[config.mk]
export PLATFORM = sky130hd
export DESIGN_NAME = taxi_qsfp_reset_ctrl
export DESIGN_NICKNAME = d
export VERILOG_FILES = /design/src/rtl/taxi_qsfp_reset_ctrl.sv
export SDC_FILE = /design/constraint.sdc
export NUM_CORES = 1
export LEC_CHECK = 0
export ABC_CLOCK_PERIOD_IN_PS = 2830
export BUFFER_PORTS_ARGS = -buffer_cell sky130_fd_sc_hd__buf_2
export CAP_MARGIN = 40
export CORE_ASPECT_RATIO = 1.1
export CORE_UTILIZATION = 40
export CTS_BUF_LIST = sky130_fd_sc_hd__clkbuf_8
export CTS_CLUSTER_DIAMETER = 30
export DETAILED_ROUTE_END_ITERATION = 6
export GPL_ROUTABILITY_DRIVEN = 0
export GPL_TIMING_DRIVEN = 0
export MAX_ROUTING_LAYER = met4
export PLACE_DENSITY = 0.64
export SLEW_MARGIN = 10
export SYNTH_ARGS = -nofsm -noshare
export SYNTH_HDL_FRONTEND = slang
export SYNTH_SLANG_ARGS = --single-unit
[constraint.sdc]
create_clock -name clk -period 2.83 [get_ports clk]
set_clock_uncertainty 0.1 [all_clocks]
set_input_delay 0.283 -clock clk [delete_from_list [all_inputs] [get_ports clk]]
set_output_delay 0.283 -clock clk [all_outputs]
set_load 0.05 [all_outputs]
[src/rtl/taxi_qsfp_reset_ctrl.sv]
// taxi_qsfp_reset_ctrl: QSFP28 ModPrsL debounce, shared ResetL pulse/init sequencing, per-cage ready, IntL status.
// Define QSFP_RESET_CTRL_INT_LATCH_EN for a sticky, clearable int_flag; otherwise int_flag is a READY-gated level.
module taxi_qsfp_reset_ctrl #(
    parameter int PORTS           = 2,
    parameter int DEBOUNCE_CYCLES = 125000,
    parameter int RESET_CYCLES    = 1250,
    parameter int INIT_CYCLES     = 250000000
) (
    input  logic             clk,
    input  logic             rst,
    input  logic [PORTS-1:0] qsfp_modprs_l,
    input  logic             qsfp_int_l,
    input  logic             reset_req,
    input  logic             int_clr,
    output logic             qsfp_reset_l,
    output logic [PORTS-1:0] present,
    output logic [PORTS-1:0] mod_ready,
    output logic             busy,
    output logic             int_flag
);
    localparam int DW = $clog2(DEBOUNCE_CYCLES + 1);
    localparam int SEQ_MAX = RESET_CYCLES > INIT_CYCLES ? RESET_CYCLES : INIT_CYCLES;
    localparam int CW = $clog2(SEQ_MAX + 1);
    localparam logic [DW-1:0] DEB_LAST = DW'(DEBOUNCE_CYCLES - 1);
    localparam logic [CW-1:0] RST_LAST = CW'(RESET_CYCLES - 1);
    localparam logic [CW-1:0] INIT_LAST = CW'(INIT_CYCLES - 1);

    typedef enum logic [1:0] {ASSERT, INIT, READY} state_t;

    state_t                   state, state_next;
    logic [CW-1:0]            cnt, cnt_next;
    logic [PORTS-1:0]         modprs_s1, modprs_s2;
    logic                     int_s1, int_s2;
    logic [PORTS-1:0][DW-1:0] deb_cnt, deb_cnt_next;
    logic [PORTS-1:0]         present_next;
    logic                     ins_evt, restart;

    always_ff @(posedge clk or posedge rst) begin
        if (rst) begin
            modprs_s1 <= '1;
            modprs_s2 <= '1;
            int_s1    <= 1'b1;
            int_s2    <= 1'b1;
        end else begin
            modprs_s1 <= qsfp_modprs_l;
            modprs_s2 <= modprs_s1;
            int_s1    <= qsfp_int_l;
            int_s2    <= int_s1;
        end
    end

    // A port's counter runs only while the synced level disagrees with present
    always_comb begin
        present_next = present;
        deb_cnt_next = deb_cnt;
        for (int i = 0; i < PORTS; i++) begin
            if (modprs_s2[i] != present[i])
                deb_cnt_next[i] = '0;
            else if (deb_cnt[i] == DEB_LAST) begin
                deb_cnt_next[i] = '0;
                present_next[i] = ~modprs_s2[i];
            end else
                deb_cnt_next[i] = deb_cnt[i] + 1'b1;
        end
    end

    always_ff @(posedge clk or posedge rst) begin
        if (rst) begin
            present <= '0;
            deb_cnt <= '0;
        end else begin
            present <= present_next;
            deb_cnt <= deb_cnt_next;
        end
    end

    assign ins_evt = |(present_next & ~present);
    assign restart = (state != ASSERT) & (ins_evt | reset_req);

    always_comb begin
        state_next = state;
        cnt_next   = cnt;
        if (restart) begin
            state_next = ASSERT;
            cnt_next   = '0;
        end else if (state == ASSERT) begin
            state_next = cnt == RST_LAST ? INIT : ASSERT;
            cnt_next   = cnt == RST_LAST ? '0 : cnt + 1'b1;
        end else if (state == INIT) begin
            state_next = cnt == INIT_LAST ? READY : INIT;
            cnt_next   = cnt == INIT_LAST ? '0 : cnt + 1'b1;
        end
    end

    always_ff @(posedge clk or posedge rst) begin
        if (rst) begin
            state        <= ASSERT;
            cnt          <= '0;
            qsfp_reset_l <= 1'b0;
            mod_ready    <= '0;
        end else begin
            state        <= state_next;
            cnt          <= cnt_next;
            qsfp_reset_l <= state_next != ASSERT;
            mod_ready    <= {PORTS{state == READY}} & present;
        end
    end

    assign busy = state != READY;

`ifdef QSFP_RESET_CTRL_INT_LATCH_EN
    logic int_prev;

    always_ff @(posedge clk or posedge rst) begin
        if (rst) begin
            int_prev <= 1'b1;
            int_flag <= 1'b0;
        end else begin
            int_prev <= int_s2;
            int_flag <= (state != READY) ? 1'b0 : (int_prev & ~int_s2) ? 1'b1 : int_clr ? 1'b0 : int_flag;
        end
    end
`else
    logic unused_int_clr;

    assign unused_int_clr = int_clr;

    always_ff @(posedge clk or posedge rst) begin
        if (rst)
            int_flag <= 1'b0;
        else
            int_flag <= ~int_s2 & (state == READY);
    end
`endif

endmodule

### Word level (Yosys, flattened, before mapping)

Cells that the tools add are included.

| storage, ports and cells | value |
|---|---|
| bits in read-only memories | 0 |
| bits in latches | 0 |
| output and inout bits | 7 |
| bits in writable memories | 0 |
| memories | 0 |
| register bits after elaboration | 76 |
| input bits | 7 |

| cells by class | value |
|---|---|
| multipliers | 0 |
| div/mod/pow operators | 0 |
| bitwise gates (word level) | 9 |
| reduce and logical (&&, ||, !) cells | 5 |
| shifts and indexed selects | 0 |
| add/subtract/negate cells | 3 |
| equality and inequality tests | 9 |
| mux-type cells | 18 |
| order comparisons | 0 |

Operators by type and width:

| operator | count |
|---|---|
| $mux 28 | 5 |
| $mux 17 | 4 |
| $add 17x1->17 const B | 2 |
| $eq 17x17->1 const B | 2 |
| $add 28x1->28 const B | 1 |
| $eq 28x11->1 const B | 1 |
| $eq 28x28->1 const B | 1 |
| $mux 2 | 4 |
| $mux 1 | 5 |
| $and 2x2->2 | 2 |
| $reduce_bool 2->1 | 2 |
| $not 1->1 | 3 |
| $reduce_bool 3->1 | 1 |
| $and 1x1->1 | 2 |
| $eq 2x1->1 const B | 1 |
| $eq 2x2->1 const B | 1 |
| $logic_not 2->1 | 1 |
| $ne 1x1->1 | 2 |
| $ne 2x2->1 const B | 1 |
| $not 2->2 | 1 |
| $reduce_or 2->1 | 1 |
| $or 1x1->1 | 1 |

### Depth between registers and ports, before layout

| depth | value |
|---|---|
| depth in word-level cells | 9 |
| depth in mapped cells | 10 |
| gate-level depth less buffers | 8 |

### Worst setup path before layout

Ideal clock, no wire load.

| timing | value |
|---|---|
| kind | reg2reg |
| from | register deb_cnt[17] (netlist name) |
| to | register cnt[13] |
| setup time | 0.082 ns |
| buffers on the path | 2 |
| period minus slack after synthesis | 2.384 ns |
| setup slack | 0.446 ns |
| cell stages (with the launch flop) | 10 |
| data arrival time | 2.202 ns |
| cell sequence | dfrtp_1 -> ha_1 -> buf_2 -> and4b_1 -> nand4_1 -> o32ai_1 -> o31ai_2 -> clkbuf_1 -> nand3_1 -> a31oi_1 |

| between the ends | value |
|---|---|
| word-level cells in the longest chain between the ends | 8 |

Ends and longest elaborated chain:

| element | line | source |
|---|---|---|
| from (decl) | 34 | `logic [PORTS-1:0][DW-1:0] deb_cnt, deb_cnt_next;` |
| from (signal assigned) | 73 | `deb_cnt <= deb_cnt_next;` |
| $eq 17x17->1 * | 59 | `else if (deb_cnt[i] == DEB_LAST) begin` |
| $mux 1 * | 59 |  |
| $mux 1 * | 57 | `if (modprs_s2[i] != present[i])` |
| $and 2x2->2 * | 77 | `assign ins_evt = \|(present_next & ~present);` |
| $reduce_or 2->1 * | 77 |  |
| $or 1x1->1 * | 78 | `assign restart = (state != ASSERT) & (ins_evt \| reset_req);` |
| $and 1x1->1 * | 78 |  |
| $reduce_bool 3->1 (no line) or $mux 28 (tied branches) | n/a |  |
| to (signal assigned) | 103 | `cnt <= cnt_next;` |
| to (decl) | 31 | `logic [CW-1:0] cnt, cnt_next;` |

Mark *: on every way between the ends. The rest lies on a longest branch, timed or not.
A chain may end at the register's enable or synchronous reset.

### Final worst setup path

| timing | value |
|---|---|
| from | register deb_cnt[17] (netlist name) |
| to | register cnt[25] |

The elaborated chain is that of the path after synthesis.

==> impl_summary.txt <==
----------------------------------------------------
[Synthesis]
  Async set-or-reset flop fraction in the synthesized netlist ... 100.0%
  Gate count after technology mapping ... 413
  Post-Synthesis Cell Area ... 0.003909 mm2
  Post-synth top flop ... dfrtp_1
  Synthesized Nets ... 424
  Post-synth EDFFs ... 0
  Number of distinct library cells after synthesis ... 46
  Sequential element share of the synthesized area ... 48.85%
  Average size of a mapped cell ... 9.464 um2
  Synthesized flop and latch total ... 76
  Count of synthesis-stage warnings from yosys ... 0

[Cells and area]
  Final core utilization ... 47.38%
  Area growth, synth to finish ... 14.47%
  Share of final-layout standard cells stronger than drive strength 1 ... 14.22%
  Non-Filler Instances ... 567
  Final #Nets ... 456
  Total inserted antenna cells ... 0

[CTS]
  Buffer depth of the longest clock path ... 2
  Maximum level of the CTS H-tree ... 3
  Clock-pin slew on the worst setup and hold paths ... 0.08 ns
  Clock root buffer ... clkbuf_8
  CTS tree ... done
  TritonCTS buffer count ... 9
  Clock latency reported for the late side of the worst-skew pair ... 0.36 ns
  Number of clock sinks seen by CTS ... 76

[Global routing]
  Number of antenna violations at the first check in global routing ... 0
  Global routing met1 resource utilization ... 26.09%
  Maximum number of pins on one net before global-route repair ... 45
  Aggregate global routing overflow ... 0
  Most crowded layer after global routing ... met2
  Number of global-route vias before repair ... 3096
  First-pass GRT wire length ... 14790 um
  Met3 track demand over resource ... 4.185%
  Total global routing track utilization ... 19.51%
  Met2 usage ... 28.22%

[Power and ir drop]
  Internal power ... 1.763 mW
  Fraction of power consumed by sequential logic ... 50.1%
  IR drop worst, VDD ... 0.2440 mV
  Power after layout ... 2.372 mW
  Power density cells ... 530.2 mW/mm2
  Part of the power in combinational logic ... 10.6%
  Power spent charging and discharging nets ... 0.6096 mW
  Part of the power in the clock network ... 39.3%
  Switching power as a share of total power ... 25.70%
  Leakage power ... 1.996 nW

[Floorplan]
  Area of the placeable core ... 0.009444 mm2
  Height of the chip ... 105.7 um
  # rows ... 37
  Die outline area ... 0.01017 mm2
  Die Width ... 96.25 um
  Number of top-level pins ... 14
  Starting Density ... 41.39%

[Setup path]
  Cell chain of the critical path ... ha_1 > buf_2 > and4b_1 > nand4_1 > o32ai_4 > o31ai_4 > buf_2 > a41oi_1 > a31oi_1
  Crit. Startpoint ... deb_cnt[17]$_DFF_PP0_
  Slowest library cell on the worst path ... dfrtp_2
  Worst path required time ... 3.01 ns
  Worst R2R Setup Slack ... 0.16 ns
  Endpoint arrival time on the critical path ... 2.84 ns
  Cell count of the worst reg-to-reg path ... 9
  Start of the worst register-to-register path ... deb_cnt[17]$_DFF_PP0_
  Peak fanout along the critical path ... 10
  Nature of the critical path endpoint ... register
  Startpoint type of the worst setup path ... register
  Kind of critical path ... register to register
  Max incr delay on CP ... 0.45 ns
  Crit-path most repeated cell ... buf_2
  End of the worst register-to-register path ... cnt[25]$_DFFE_PP0P_

[Hold path]
  Hold path start ... reset_req
  Worst hold stages ... 3
  Tightest Hold Check Type ... primary input to register
  WHS Endpoint ... state[1]$_DFF_PP0_

[Timing]
  Final setup violating endpoints ... 0
  Final Hold Viols ... 0
  Max Clock Freq ... 0.3749 GHz
  Crit share post-route ... 94.26%
  Final worst path period need ... 2.668 ns
  Setup repair after global routing missed its margin ... no
  Pins Over Slew Limit ... 0
  Slew at the pin with the worst max-slew slack ... 0.7161 ns
  Worst slew margin relative to its limit ... 52.16%

[Detailed routing]
  Via count ... 3253
  First-pass iteration count of the detailed router ... 4
  Routed wire length per instance ... 15.59 um
  Starting DRT DRC Count ... 214
  Wire length reported by the detailed router ... 8837 um
  Via density per instance ... 5.737
  Number of nets with antenna violations after routing ... 0
  Post-route DRC ... 0

[Placement]
  Count of buffers from port buffering ... 12
  # placed instances ... 545
  DP Wirelength ... 5926 um

[Outcome]
  Status ... complete, no violations

[Run]
  Max-Cap Viols ... 0

----------------------------------------------------
-- worst max-delay path, delay by kind of cell, from the launching register on --
family          cells  cell delay [ns]
flops               1             0.45
buf+inv             2             0.50
compound gates      4             0.91
simple gates        2             0.42
fa+ha+maj           1             0.21
-- cells in the final DEF, fill, tap and decap left out, types with 5 or more instances in the layout --
master	instances
and3_1	14
nand3_1	33
o21ai_0	6
nor2_1	56
dfrtp_1	69
a21oi_1	10
nand2_1	38
buf_2	22
and4_1	10
clkbuf_8	10
inv_1	9
xnor2_1	11
dfstp_2	6
xor2_1	19
nor3_1	6
a31oi_1	34
and2_1	5
nand4_1	13
-- registers in the layout (all words and copies together), names as in the netlist, 2 cells and up --
| signal | flops |
|---|---|
| modprs_s2 | 2 |
| deb_cnt | 34 |
| modprs_s1 | 2 |
| state | 2 |
| mod_ready | 2 |
| cnt | 28 |
| present | 2 |
-- final cells by class --
type / count / area [um2]
fill: 899 / 4970
clock buffer: 10 / 137.6
tap: 117 / 146.4
inverter: 9 / 36.28
timing repair buffer: 21 / 155.1
multi-input combinational: 309 / 1888
clock inverter: 6 / 88.84
buffer: 19 / 111.4
sequential: 76 / 1911
-- cells by family (layout without fill, tap and decap cells) --
family	Yosys count	after routing	share of synthesized area [%]
simple gates	206	206	27.85
flops	76	76	48.85
compound gates	65	65	10.72
xor+xnor	30	30	6.722
buf+inv	28	65	3.553
fa+ha+maj	4	4	1.280
mux	4	4	1.024
-- what timing repair did --
action                                 CTS  global route
setup buffers                            0             2
endpoints found under the hold margin   31             0
setup endpoints to repair               25            21
gates resized for setup                  4             7
hold buffers                             4             0
pin swaps                                0             1
-- routing by layer --
layer,up-vias,share of wire (%)
met1,1578,48
met2,100,46
met4,0,1.3
met3,10,5.2
met5,-,0
li1,1565,-
-- stage by stage --
step / hold WS (ns) / TNS (ns) / area, um2 / worst slack, ns
after floorplan: 0.1875 / 0 / 3909 / 0.4465
after global placement: 0.2509 / -29.46 / 4115 / -0.3920
final: 0.2090 / 0 / 4474 / 0.1625
after global routing: 0.2118 / 0 / 4474 / 0.009446
after detailed placement: 0.2217 / -3.312 / 4158 / -0.1925
after CTS: 0.1916 / 0 / 4443 / 0.03041
-- Yosys cell counts, types with 7 or more instances --
cell | instances | share of area, %
buf_2 | 9 | 1.2
xnor2_1 | 11 | 2.5
and3_1 | 14 | 2.2
xor2_1 | 19 | 4.3
nand2_1 | 38 | 3.6
inv_1 | 9 | 0.86
dfrtp_1 | 70 | 45
a31oi_1 | 34 | 5.4
nand3_1 | 33 | 4.2
nand4_1 | 13 | 2.1
a21oi_1 | 10 | 1.3
and4_1 | 10 | 2.2
clkbuf_1 | 7 | 0.67
nor2_1 | 56 | 5.4
-- power by group through the flow --
stage	sequential (mW)	clock, mW	combinational, mW
after floorplan	1.20	0	0.184
after global placement	1.21	0	0.233
after detailed placement	1.21	0	0.246
after CTS	1.19	0.957	0.252
after global routing	1.20	0.999	0.289
final	1.19	0.933	0.250
-- worst max path at each step --
stage	end	slack, ns
after floorplan	cnt[13]$_DFFE_PP0P_	0.45
after global placement	deb_cnt[26]$_DFF_PP0_	-0.39
after detailed placement	cnt[7]$_DFFE_PP0P_	-0.19
after CTS	cnt[22]$_DFFE_PP0P_	0.03
after global routing	cnt[10]$_DFFE_PP0P_	0.009
final	cnt[25]$_DFFE_PP0P_	0.16
(Power assumes the default switching activity.)
